--- config.mk ---
export PLATFORM = sky130hd
export DESIGN_NAME = gpu_draw_engine
export DESIGN_NICKNAME = d
export VERILOG_FILES = /design/src/rtl/gpu_pkg.sv /design/src/rtl/gpu_raster_counter.sv /design/src/rtl/gpu_draw_engine.sv
export SDC_FILE = /design/constraint.sdc
export NUM_CORES = 1
export LEC_CHECK = 0
export ABC_AREA = 1
export CORE_ASPECT_RATIO = 1.75
export CORE_MARGIN = 3
export CORE_UTILIZATION = 45
export DETAILED_ROUTE_END_ITERATION = 7
export GPL_TIMING_DRIVEN = 1
export PLACE_DENSITY = 0.66
export SKIP_CTS_REPAIR_TIMING = 1
export SLEW_MARGIN = 10
export SYNTH_ARGS = -nofsm -noshare
export SYNTH_HDL_FRONTEND = slang
export SYNTH_SLANG_ARGS = --single-unit
--- constraint.sdc ---
create_clock -name PIXEL_CLOCK -period 4.8 [get_ports PIXEL_CLOCK]
set_input_delay 0.96 -clock PIXEL_CLOCK [delete_from_list [all_inputs] [get_ports PIXEL_CLOCK]]
set_output_delay 0.96 -clock PIXEL_CLOCK [all_outputs]
set_load 0.01 [all_outputs]
--- src/rtl/gpu_pkg.sv ---
// gpu_pkg: shared definitions for the Herring GPU draw engine.
// Holds the CPU register map, command codes, STATUS bit positions, the
// sequencer state type and two small byte-packing helpers.
package gpu_pkg;

  // CPU register map (RS)
  localparam logic [3:0] REG_COLOR  = 4'd0;
  localparam logic [3:0] REG_X0_LO  = 4'd1;
  localparam logic [3:0] REG_X0_HI  = 4'd2;
  localparam logic [3:0] REG_Y0_LO  = 4'd3;
  localparam logic [3:0] REG_Y0_HI  = 4'd4;
  localparam logic [3:0] REG_X1_LO  = 4'd5;
  localparam logic [3:0] REG_X1_HI  = 4'd6;
  localparam logic [3:0] REG_Y1_LO  = 4'd7;
  localparam logic [3:0] REG_Y1_HI  = 4'd8;
  localparam logic [3:0] REG_CMD    = 4'd9;
  localparam logic [3:0] REG_STATUS = 4'd10;

  // Command codes written to REG_CMD
  localparam logic [7:0] CMD_PLOT    = 8'h00;
  localparam logic [7:0] CMD_FILL    = 8'h01;
  localparam logic [7:0] CMD_CLEAR   = 8'h02;
  localparam logic [7:0] CMD_CLR_ERR = 8'h80;

  // STATUS register bit positions
  localparam int STATUS_BUSY   = 0;
  localparam int STATUS_ERR    = 1;
  localparam int STATUS_VBLANK = 2;

  typedef enum logic [1:0] {
    ST_IDLE = 2'd0,
    ST_RUN  = 2'd1,
    ST_DONE = 2'd2
  } draw_state_e;

  // Replace the low or high byte of a 16-bit coordinate image.
  function automatic logic [15:0] merge_byte(input logic [15:0] cur,
                                             input logic [7:0]  data,
                                             input logic        hi);
    logic [15:0] res;
    if (hi) begin
      res = {data, cur[7:0]};
    end else begin
      res = {cur[15:8], data};
    end
    return res;
  endfunction

  // Assemble the STATUS byte from its flags.
  function automatic logic [7:0] pack_status(input logic vblank,
                                             input logic err,
                                             input logic busy);
    logic [7:0] s;
    s = 8'h00;
    s[STATUS_VBLANK] = vblank;
    s[STATUS_ERR]    = err;
    s[STATUS_BUSY]   = busy;
    return s;
  endfunction

endpackage

--- src/rtl/gpu_raster_counter.sv ---
// gpu_raster_counter: row-major XY scan counter.
// load    : capture start/end bounds and move to (start_x, start_y)
// advance : step one pixel; X wraps to start_x at end_x and Y increments
// x, y    : current position (registered)
// last    : current position is (end_x, end_y)
module gpu_raster_counter #(
  parameter int X_WIDTH = 10,
  parameter int Y_WIDTH = 10
) (
  input  logic               clk,
  input  logic               resetb,
  input  logic               load,
  input  logic               advance,
  input  logic [X_WIDTH-1:0] start_x,
  input  logic [Y_WIDTH-1:0] start_y,
  input  logic [X_WIDTH-1:0] end_x,
  input  logic [Y_WIDTH-1:0] end_y,
  output logic [X_WIDTH-1:0] x,
  output logic [Y_WIDTH-1:0] y,
  output logic               last
);

  logic [X_WIDTH-1:0] xs_r;
  logic [X_WIDTH-1:0] xe_r;
  logic [Y_WIDTH-1:0] ye_r;

  localparam logic [X_WIDTH-1:0] X_ONE = {{(X_WIDTH-1){1'b0}}, 1'b1};
  localparam logic [Y_WIDTH-1:0] Y_ONE = {{(Y_WIDTH-1){1'b0}}, 1'b1};

  // Bounds capture and scan position update
  always_ff @(posedge clk) begin
    if (!resetb) begin
      x    <= {X_WIDTH{1'b0}};
      y    <= {Y_WIDTH{1'b0}};
      xs_r <= {X_WIDTH{1'b0}};
      xe_r <= {X_WIDTH{1'b0}};
      ye_r <= {Y_WIDTH{1'b0}};
    end else if (load) begin
      x    <= start_x;
      y    <= start_y;
      xs_r <= start_x;
      xe_r <= end_x;
      ye_r <= end_y;
    end else if (advance) begin
      if (x == xe_r) begin
        x <= xs_r;
        y <= y + Y_ONE;
      end else begin
        x <= x + X_ONE;
      end
    end else begin
      x <= x;
    end
  end

  assign last = (x == xe_r) && (y == ye_r);

endmodule

--- src/rtl/gpu_draw_engine.sv ---
// gpu_draw_engine: CPU register file plus command sequencer emitting
// framebuffer pixel writes over a valid/ready handshake.
// PIXEL_CLOCK/RESETB : clock, synchronous active-low reset
// RS/WR/DATA_IN      : CPU register select, write strobe and data
// DATA_OUT           : registered read data for RS (one cycle later)
// ON_SCREEN          : VGA timing, reported inverted as VBLANK in STATUS
// FB_VALID/FB_READY  : pixel write handshake; FB_X/FB_Y/FB_COLOR payload
// BUSY               : a command is running or finishing
module gpu_draw_engine
  import gpu_pkg::*;
#(
  parameter int X_WIDTH    = 10,
  parameter int Y_WIDTH    = 10,
  parameter int COLOR_BITS = 3,
  parameter int SCREEN_W   = 800,
  parameter int SCREEN_H   = 600
) (
  input  logic                  PIXEL_CLOCK,
  input  logic                  RESETB,
  input  logic [3:0]            RS,
  input  logic                  WR,
  input  logic [7:0]            DATA_IN,
  output logic [7:0]            DATA_OUT,
  input  logic                  ON_SCREEN,
  output logic                  FB_VALID,
  input  logic                  FB_READY,
  output logic [X_WIDTH-1:0]    FB_X,
  output logic [Y_WIDTH-1:0]    FB_Y,
  output logic [COLOR_BITS-1:0] FB_COLOR,
  output logic                  BUSY
);

  localparam logic [X_WIDTH-1:0] X_LAST       = X_WIDTH'(SCREEN_W - 1);
  localparam logic [Y_WIDTH-1:0] Y_LAST       = Y_WIDTH'(SCREEN_H - 1);
  // 17 bits so a screen dimension of exactly 2^16 still compares correctly
  localparam logic [16:0]        SCREEN_W_EXT = 17'(SCREEN_W);
  localparam logic [16:0]        SCREEN_H_EXT = 17'(SCREEN_H);

  draw_state_e state_r;
  draw_state_e next_state_s;

  logic [COLOR_BITS-1:0] color_r;
  logic [X_WIDTH-1:0]    x0_r;
  logic [Y_WIDTH-1:0]    y0_r;
  logic [X_WIDTH-1:0]    x1_r;
  logic [Y_WIDTH-1:0]    y1_r;
  logic                  err_r;

  logic [15:0] x0_ext_s;
  logic [15:0] y0_ext_s;
  logic [15:0] x1_ext_s;
  logic [15:0] y1_ext_s;

  logic               cmd_wr_s;
  logic               launch_s;
  logic               err_set_s;
  logic               err_clr_s;
  logic               advance_s;
  logic               last_s;
  logic               x0_off_s;
  logic               y0_off_s;
  logic               fill_ok_s;
  logic [X_WIDTH-1:0] x1_clamp_s;
  logic [Y_WIDTH-1:0] y1_clamp_s;
  logic [X_WIDTH-1:0] ld_xs_s;
  logic [Y_WIDTH-1:0] ld_ys_s;
  logic [X_WIDTH-1:0] ld_xe_s;
  logic [Y_WIDTH-1:0] ld_ye_s;
  logic [7:0]         rd_data_s;

  assign x0_ext_s = 16'(x0_r);
  assign y0_ext_s = 16'(y0_r);
  assign x1_ext_s = 16'(x1_r);
  assign y1_ext_s = 16'(y1_r);

  assign cmd_wr_s   = WR && (RS == REG_CMD);
  assign x0_off_s   = 17'(x0_r) >= SCREEN_W_EXT;
  assign y0_off_s   = 17'(y0_r) >= SCREEN_H_EXT;
  assign x1_clamp_s = (17'(x1_r) >= SCREEN_W_EXT) ? X_LAST : x1_r;
  assign y1_clamp_s = (17'(y1_r) >= SCREEN_H_EXT) ? Y_LAST : y1_r;
  assign fill_ok_s  = !x0_off_s && !y0_off_s &&
                      (x1_clamp_s >= x0_r) && (y1_clamp_s >= y0_r);
  // The counter only steps on a handshake that is not the final pixel
  assign advance_s  = FB_VALID && FB_READY && !last_s;

  // Command decode and sequencer next-state
  always_comb begin
    next_state_s = state_r;
    launch_s     = 1'b0;
    err_set_s    = 1'b0;
    err_clr_s    = 1'b0;
    ld_xs_s      = x0_r;
    ld_ys_s      = y0_r;
    ld_xe_s      = x0_r;
    ld_ye_s      = y0_r;
    case (state_r)
      ST_IDLE: begin
        if (cmd_wr_s) begin
          case (DATA_IN)
            CMD_PLOT: begin
              if (!x0_off_s && !y0_off_s) begin
                launch_s     = 1'b1;
                next_state_s = ST_RUN;
              end else begin
                next_state_s = ST_DONE;
              end
            end
            CMD_FILL: begin
              ld_xe_s = x1_clamp_s;
              ld_ye_s = y1_clamp_s;
              if (fill_ok_s) begin
                launch_s     = 1'b1;
                next_state_s = ST_RUN;
              end else begin
                err_set_s    = 1'b1;
                next_state_s = ST_DONE;
              end
            end
            CMD_CLEAR: begin
              ld_xs_s      = {X_WIDTH{1'b0}};
              ld_ys_s      = {Y_WIDTH{1'b0}};
              ld_xe_s      = X_LAST;
              ld_ye_s      = Y_LAST;
              launch_s     = 1'b1;
              next_state_s = ST_RUN;
            end
            CMD_CLR_ERR: err_clr_s = 1'b1;
            default:     err_set_s = 1'b1;
          endcase
        end else begin
          next_state_s = ST_IDLE;
        end
      end
      ST_RUN: begin
        if (cmd_wr_s) begin
          if (DATA_IN == CMD_CLR_ERR) begin
            err_clr_s = 1'b1;
          end else begin
            err_set_s = 1'b1;
          end
        end else begin
          err_set_s = 1'b0;
        end
        if (FB_VALID && FB_READY && last_s) begin
          next_state_s = ST_DONE;
        end else begin
          next_state_s = ST_RUN;
        end
      end
      ST_DONE: begin
        if (cmd_wr_s) begin
          if (DATA_IN == CMD_CLR_ERR) begin
            err_clr_s = 1'b1;
          end else begin
            err_set_s = 1'b1;
          end
        end else begin
          err_set_s = 1'b0;
        end
        next_state_s = ST_IDLE;
      end
      default: next_state_s = ST_IDLE;
    endcase
  end

  // Sequencer state, BUSY and sticky ERR
  always_ff @(posedge PIXEL_CLOCK) begin
    if (!RESETB) begin
      state_r <= ST_IDLE;
      BUSY    <= 1'b0;
      err_r   <= 1'b0;
    end else begin
      state_r <= next_state_s;
      BUSY    <= (next_state_s != ST_IDLE);
      if (err_clr_s) begin
        err_r <= 1'b0;
      end else if (err_set_s) begin
        err_r <= 1'b1;
      end else begin
        err_r <= err_r;
      end
    end
  end

  // Pixel request and the colour captured at launch
  always_ff @(posedge PIXEL_CLOCK) begin
    if (!RESETB) begin
      FB_VALID <= 1'b0;
      FB_COLOR <= {COLOR_BITS{1'b0}};
    end else if (launch_s) begin
      FB_VALID <= 1'b1;
      FB_COLOR <= color_r;
    end else if (FB_VALID && FB_READY && last_s) begin
      FB_VALID <= 1'b0;
    end else begin
      FB_VALID <= FB_VALID;
    end
  end

  // CPU register writes; bits above the coordinate width are dropped
  always_ff @(posedge PIXEL_CLOCK) begin
    if (!RESETB) begin
      color_r <= {COLOR_BITS{1'b0}};
      x0_r    <= {X_WIDTH{1'b0}};
      y0_r    <= {Y_WIDTH{1'b0}};
      x1_r    <= {X_WIDTH{1'b0}};
      y1_r    <= {Y_WIDTH{1'b0}};
    end else if (WR) begin
      case (RS)
        REG_COLOR:            color_r <= DATA_IN[COLOR_BITS-1:0];
        REG_X0_LO, REG_X0_HI: x0_r <= X_WIDTH'(merge_byte(x0_ext_s, DATA_IN, RS == REG_X0_HI));
        REG_Y0_LO, REG_Y0_HI: y0_r <= Y_WIDTH'(merge_byte(y0_ext_s, DATA_IN, RS == REG_Y0_HI));
        REG_X1_LO, REG_X1_HI: x1_r <= X_WIDTH'(merge_byte(x1_ext_s, DATA_IN, RS == REG_X1_HI));
        REG_Y1_LO, REG_Y1_HI: y1_r <= Y_WIDTH'(merge_byte(y1_ext_s, DATA_IN, RS == REG_Y1_HI));
        default:              color_r <= color_r;
      endcase
    end else begin
      color_r <= color_r;
    end
  end

  // Read-data select
  always_comb begin
    rd_data_s = 8'h00;
    case (RS)
      REG_COLOR:  rd_data_s = 8'(color_r);
      REG_X0_LO:  rd_data_s = x0_ext_s[7:0];
      REG_X0_HI:  rd_data_s = x0_ext_s[15:8];
      REG_Y0_LO:  rd_data_s = y0_ext_s[7:0];
      REG_Y0_HI:  rd_data_s = y0_ext_s[15:8];
      REG_X1_LO:  rd_data_s = x1_ext_s[7:0];
      REG_X1_HI:  rd_data_s = x1_ext_s[15:8];
      REG_Y1_LO:  rd_data_s = y1_ext_s[7:0];
      REG_Y1_HI:  rd_data_s = y1_ext_s[15:8];
      REG_STATUS: rd_data_s = pack_status(!ON_SCREEN, err_r, BUSY);
      default:    rd_data_s = 8'h00;
    endcase
  end

  // Registered read port
  always_ff @(posedge PIXEL_CLOCK) begin
    if (!RESETB) begin
      DATA_OUT <= 8'h00;
    end else begin
      DATA_OUT <= rd_data_s;
    end
  end

  gpu_raster_counter #(
    .X_WIDTH (X_WIDTH),
    .Y_WIDTH (Y_WIDTH)
  ) u_raster (
    .clk     (PIXEL_CLOCK),
    .resetb  (RESETB),
    .load    (launch_s),
    .advance (advance_s),
    .start_x (ld_xs_s),
    .start_y (ld_ys_s),
    .end_x   (ld_xe_s),
    .end_y   (ld_ye_s),
    .x       (FB_X),
    .y       (FB_Y),
    .last    (last_s)
  );

endmodule
==> out/qor.txt <==
Crit path DAT: 3.49 ns
Post-Synth Simple-Gate Area: 27.9%
Compound-gate portion of the synthesized area: 19.8%
Non-filler cells, final: 1,163
Area of the mapped netlist: 6290 sq um
Initial cell density of the core: 46.5%
Drc violations: 0
Largest net degree at the start of global routing: 86
Antenna diodes: 0
Clk slew on worst S/H paths: 0.07 ns
Hpwl dp: 13,800 um
Achievable clock frequency: 0.311 GHz
Hold Crit Class: flop to flop
Crit Path Category: input port to flop
Area contributors post-synth: dfxtp_1 35%, nand2_1 12%, nor2_1 8.3%
Die ar.: 15,500 sq um
TNS Setup: 0 ns
Max Slew Vio Count: 0
Synth unique cells: 44
Top-level I/O count: 50
Worst VDD drop: 0.000160 V
Fin crit share: 67.0%
Tot Pwr: 1.81 mW
DRT iter0 DRCs: 295
Die Y: 162 um
Vias: 6,126
Leakage: 3.00 nW
Post-Syn Instances: 955
H-tree levels: 3
CP Data Required Time: 5.08 ns
Synthesized Nets: 997
Initial antenna violation count: 0
TritonCTS buffer count: 9
Slowest CP cell: clkdlybuf4s50_1
Worst Skew: 0.0129 ns
Die width: 95.4 um
Synth Area in Adders: 4.97%
Inst Count DP: 1,148
Vias in the first global route: 5,804
Worst Path Max Fanout: 68
Worst slew pin tran: 0.779 ns
Worst skew pair latency: 0.35 ns
CP max stage delay: 0.60 ns
Final WL: 18,300 um
Final Net Count: 1,027
GPL Wtd Cong: 0.978
First-pass GRT wire length: 29,700 um
Status: finished clean
WL/cell: 15.8 um
Routed Antenna Nets: 0
FF+latch count, synth: 109
Multiplexer area fraction after synthesis: 0%
1st-pass router iterations: 5
Yosys top cell by area: dfxtp_1
Syn avg cell area: 6.59 sq um
Pwr/cell area: 253 nW/um^2
Dominant cell type by count on the critical path: nor2_1
CP cell instances: clkdlybuf4s50_1, nor2_2, inv_2, nor2_1, nand3_1, nor2_4, nand4_4, nand2_4, nand2_1, nand2_1, nor2_1, nor2_1
Clk sink count: 109
Worst setup EP type: flop
Final hold vios: 0
Share of layout cells above drive strength 1: 4.55%
Overall Global Routing Usage: 24.4%
Largest family of logic cells by synthesized area: simple AND/OR/NAND/NOR gates
RSZ-0062 raised after global routing: false
Syn-to-layout area delta: 13.6%
Area after DPL: 6850 sq um
Post-Synth XOR/XNOR Area: 2.37%
Worst relative slew slack: 48.0%
Port Buffers: 49
Startpoint types: input port
Bufs on Longest Clock Path: 2
Sequential share of the synthesized area: 34.7%
Via/cell ratio: 5.27
Grt ovf: 0
Final WS setup: 1.58 ns
Row Count: 56
Max-cap viol count: 0
Synth top area share: 34.7%
Post-route cell area: 7150 sq um
CTS root buf: clkbuf_16
Yosys warns: 0
Pre-CTS setup slack: 1.29 ns
Min cycle time layout: 3.22 ns
Final setup viols: 0
Core Area: 13,500 sq um
CTS tree: yes
==> routing by layer <==
| layer | share of wire (%) | vias up | track usage, % |
|---|---|---|---|
| li1 | - | 3139 | - |
| met1 | 41 | 2797 | 28.7 |
| met2 | 50 | 143 | 42.7 |
| met3 | 3.5 | 47 | 2.40 |
| met4 | 4.8 | 0 | 13.2 |
| met5 | 0 | - | 0 |
==> where the power goes <==
part           switching, mW  total [mW]  internal, mW
clock                  0.339       0.757         0.418
combinational         0.0900       0.133        0.0428
sequential           0.00763       0.920         0.912
==> path summary, 6_finish.rpt <==
check	startpoint	to	slack, ns	depth (start not counted)
worst min register to register	u_raster.xs_r[4]	u_raster.xs_r[4]	0.46	2
worst max register to register	y1_r[4]	BUSY	1.66	17
worst max-delay path	DATA_IN[2]	u_raster.x[1]	1.58	12
worst min-delay path	u_raster.xs_r[4]	u_raster.xs_r[4]	0.46	2
==> cells in the final DEF, fill, tap and decap left out, types with 3 or more instances in the layout <==
cell               n
a211oi_2           3
a21oi_1          103
a221oi_1           5
a22oi_1            5
a31oi_1            7
buf_4              4
clkbuf_16          9
clkdlybuf4s50_1   48
dfxtp_1          109
ha_1              25
inv_1            122
inv_2              4
nand2_1          206
nand2_4            3
nand3_1           38
nand4_1            5
nor2_1           140
nor2_4             3
nor3_1             4
o21ai_0           86
o22ai_1           12
xor2_1            15
==> metrics by stage <==
stage | util [%] | hold WS, ns
6_report | 52.9 | 0.463
5_1_grt | 52.9 | 0.491
4_1_cts | 52.9 | 0.463
3_5_place_dp | 50.7 | 0.452
3_3_place_gp | 50.7 | 0.450
2_1_floorplan | - | 0.434
==> cell usage after synthesis, drive strengths merged <==
cell type	n
o22ai	12
nand2	211
dfxtp	109
a31oi	7
a22o	1
o2111ai	1
o21ai	88
xor2	15
o41ai	1
nor2	146
xnor2	2
a22oi	5
or2	2
nor4	1
a21o	2
nand4	7
and2	1
nor3	4
nand3b	2
a21oi	104
a221oi	5
buf	17
a211oi	3
clkbuf	17
nand3	40
ha	25
inv	126
clkinv	1
==> worst max-delay path, delay by kind of cell <==
kind	cells	cell delay, ns
simple gates	10	1.84
buf+inv	2	0.65
==> registers in the layout, indices dropped and copies added, names as in the netlist <==
register	cells
y0_r	10
u_raster.xs_r	10
DATA_OUT	8
FB_COLOR	3
u_raster.xe_r	10
state_r	2
err_r	1
y1_r	10
BUSY	1
u_raster.ye_r	10
x1_r	10
u_raster.y	10
FB_VALID	1
color_r	3
x0_r	10
u_raster.x	10
==> logic make-up (layout without fill, tap and decap cells) <==
logic type / after synthesis / in the layout
flip-flops: 109 / 109
XOR/XNOR: 17 / 17
AND/OR/NAND/NOR: 414 / 414
adder cells (fa/ha/maj): 25 / 25
buffers and inverters: 161 / 195
AO/OA/AOI/OAI: 229 / 229
==> final cells by class <==
cell class                      instances  area, sq um
Clock buffer                           10          239
Clock inverter                          5         60.1
Fill cell                            1404         6370
Inverter                              127          477
Multi-Input combinational cell        685         3460
Sequential cell                       109         2180
Tap cell                              174          218
Timing Repair Buffer                   53          515
Power figures use the tool's default switching activity.
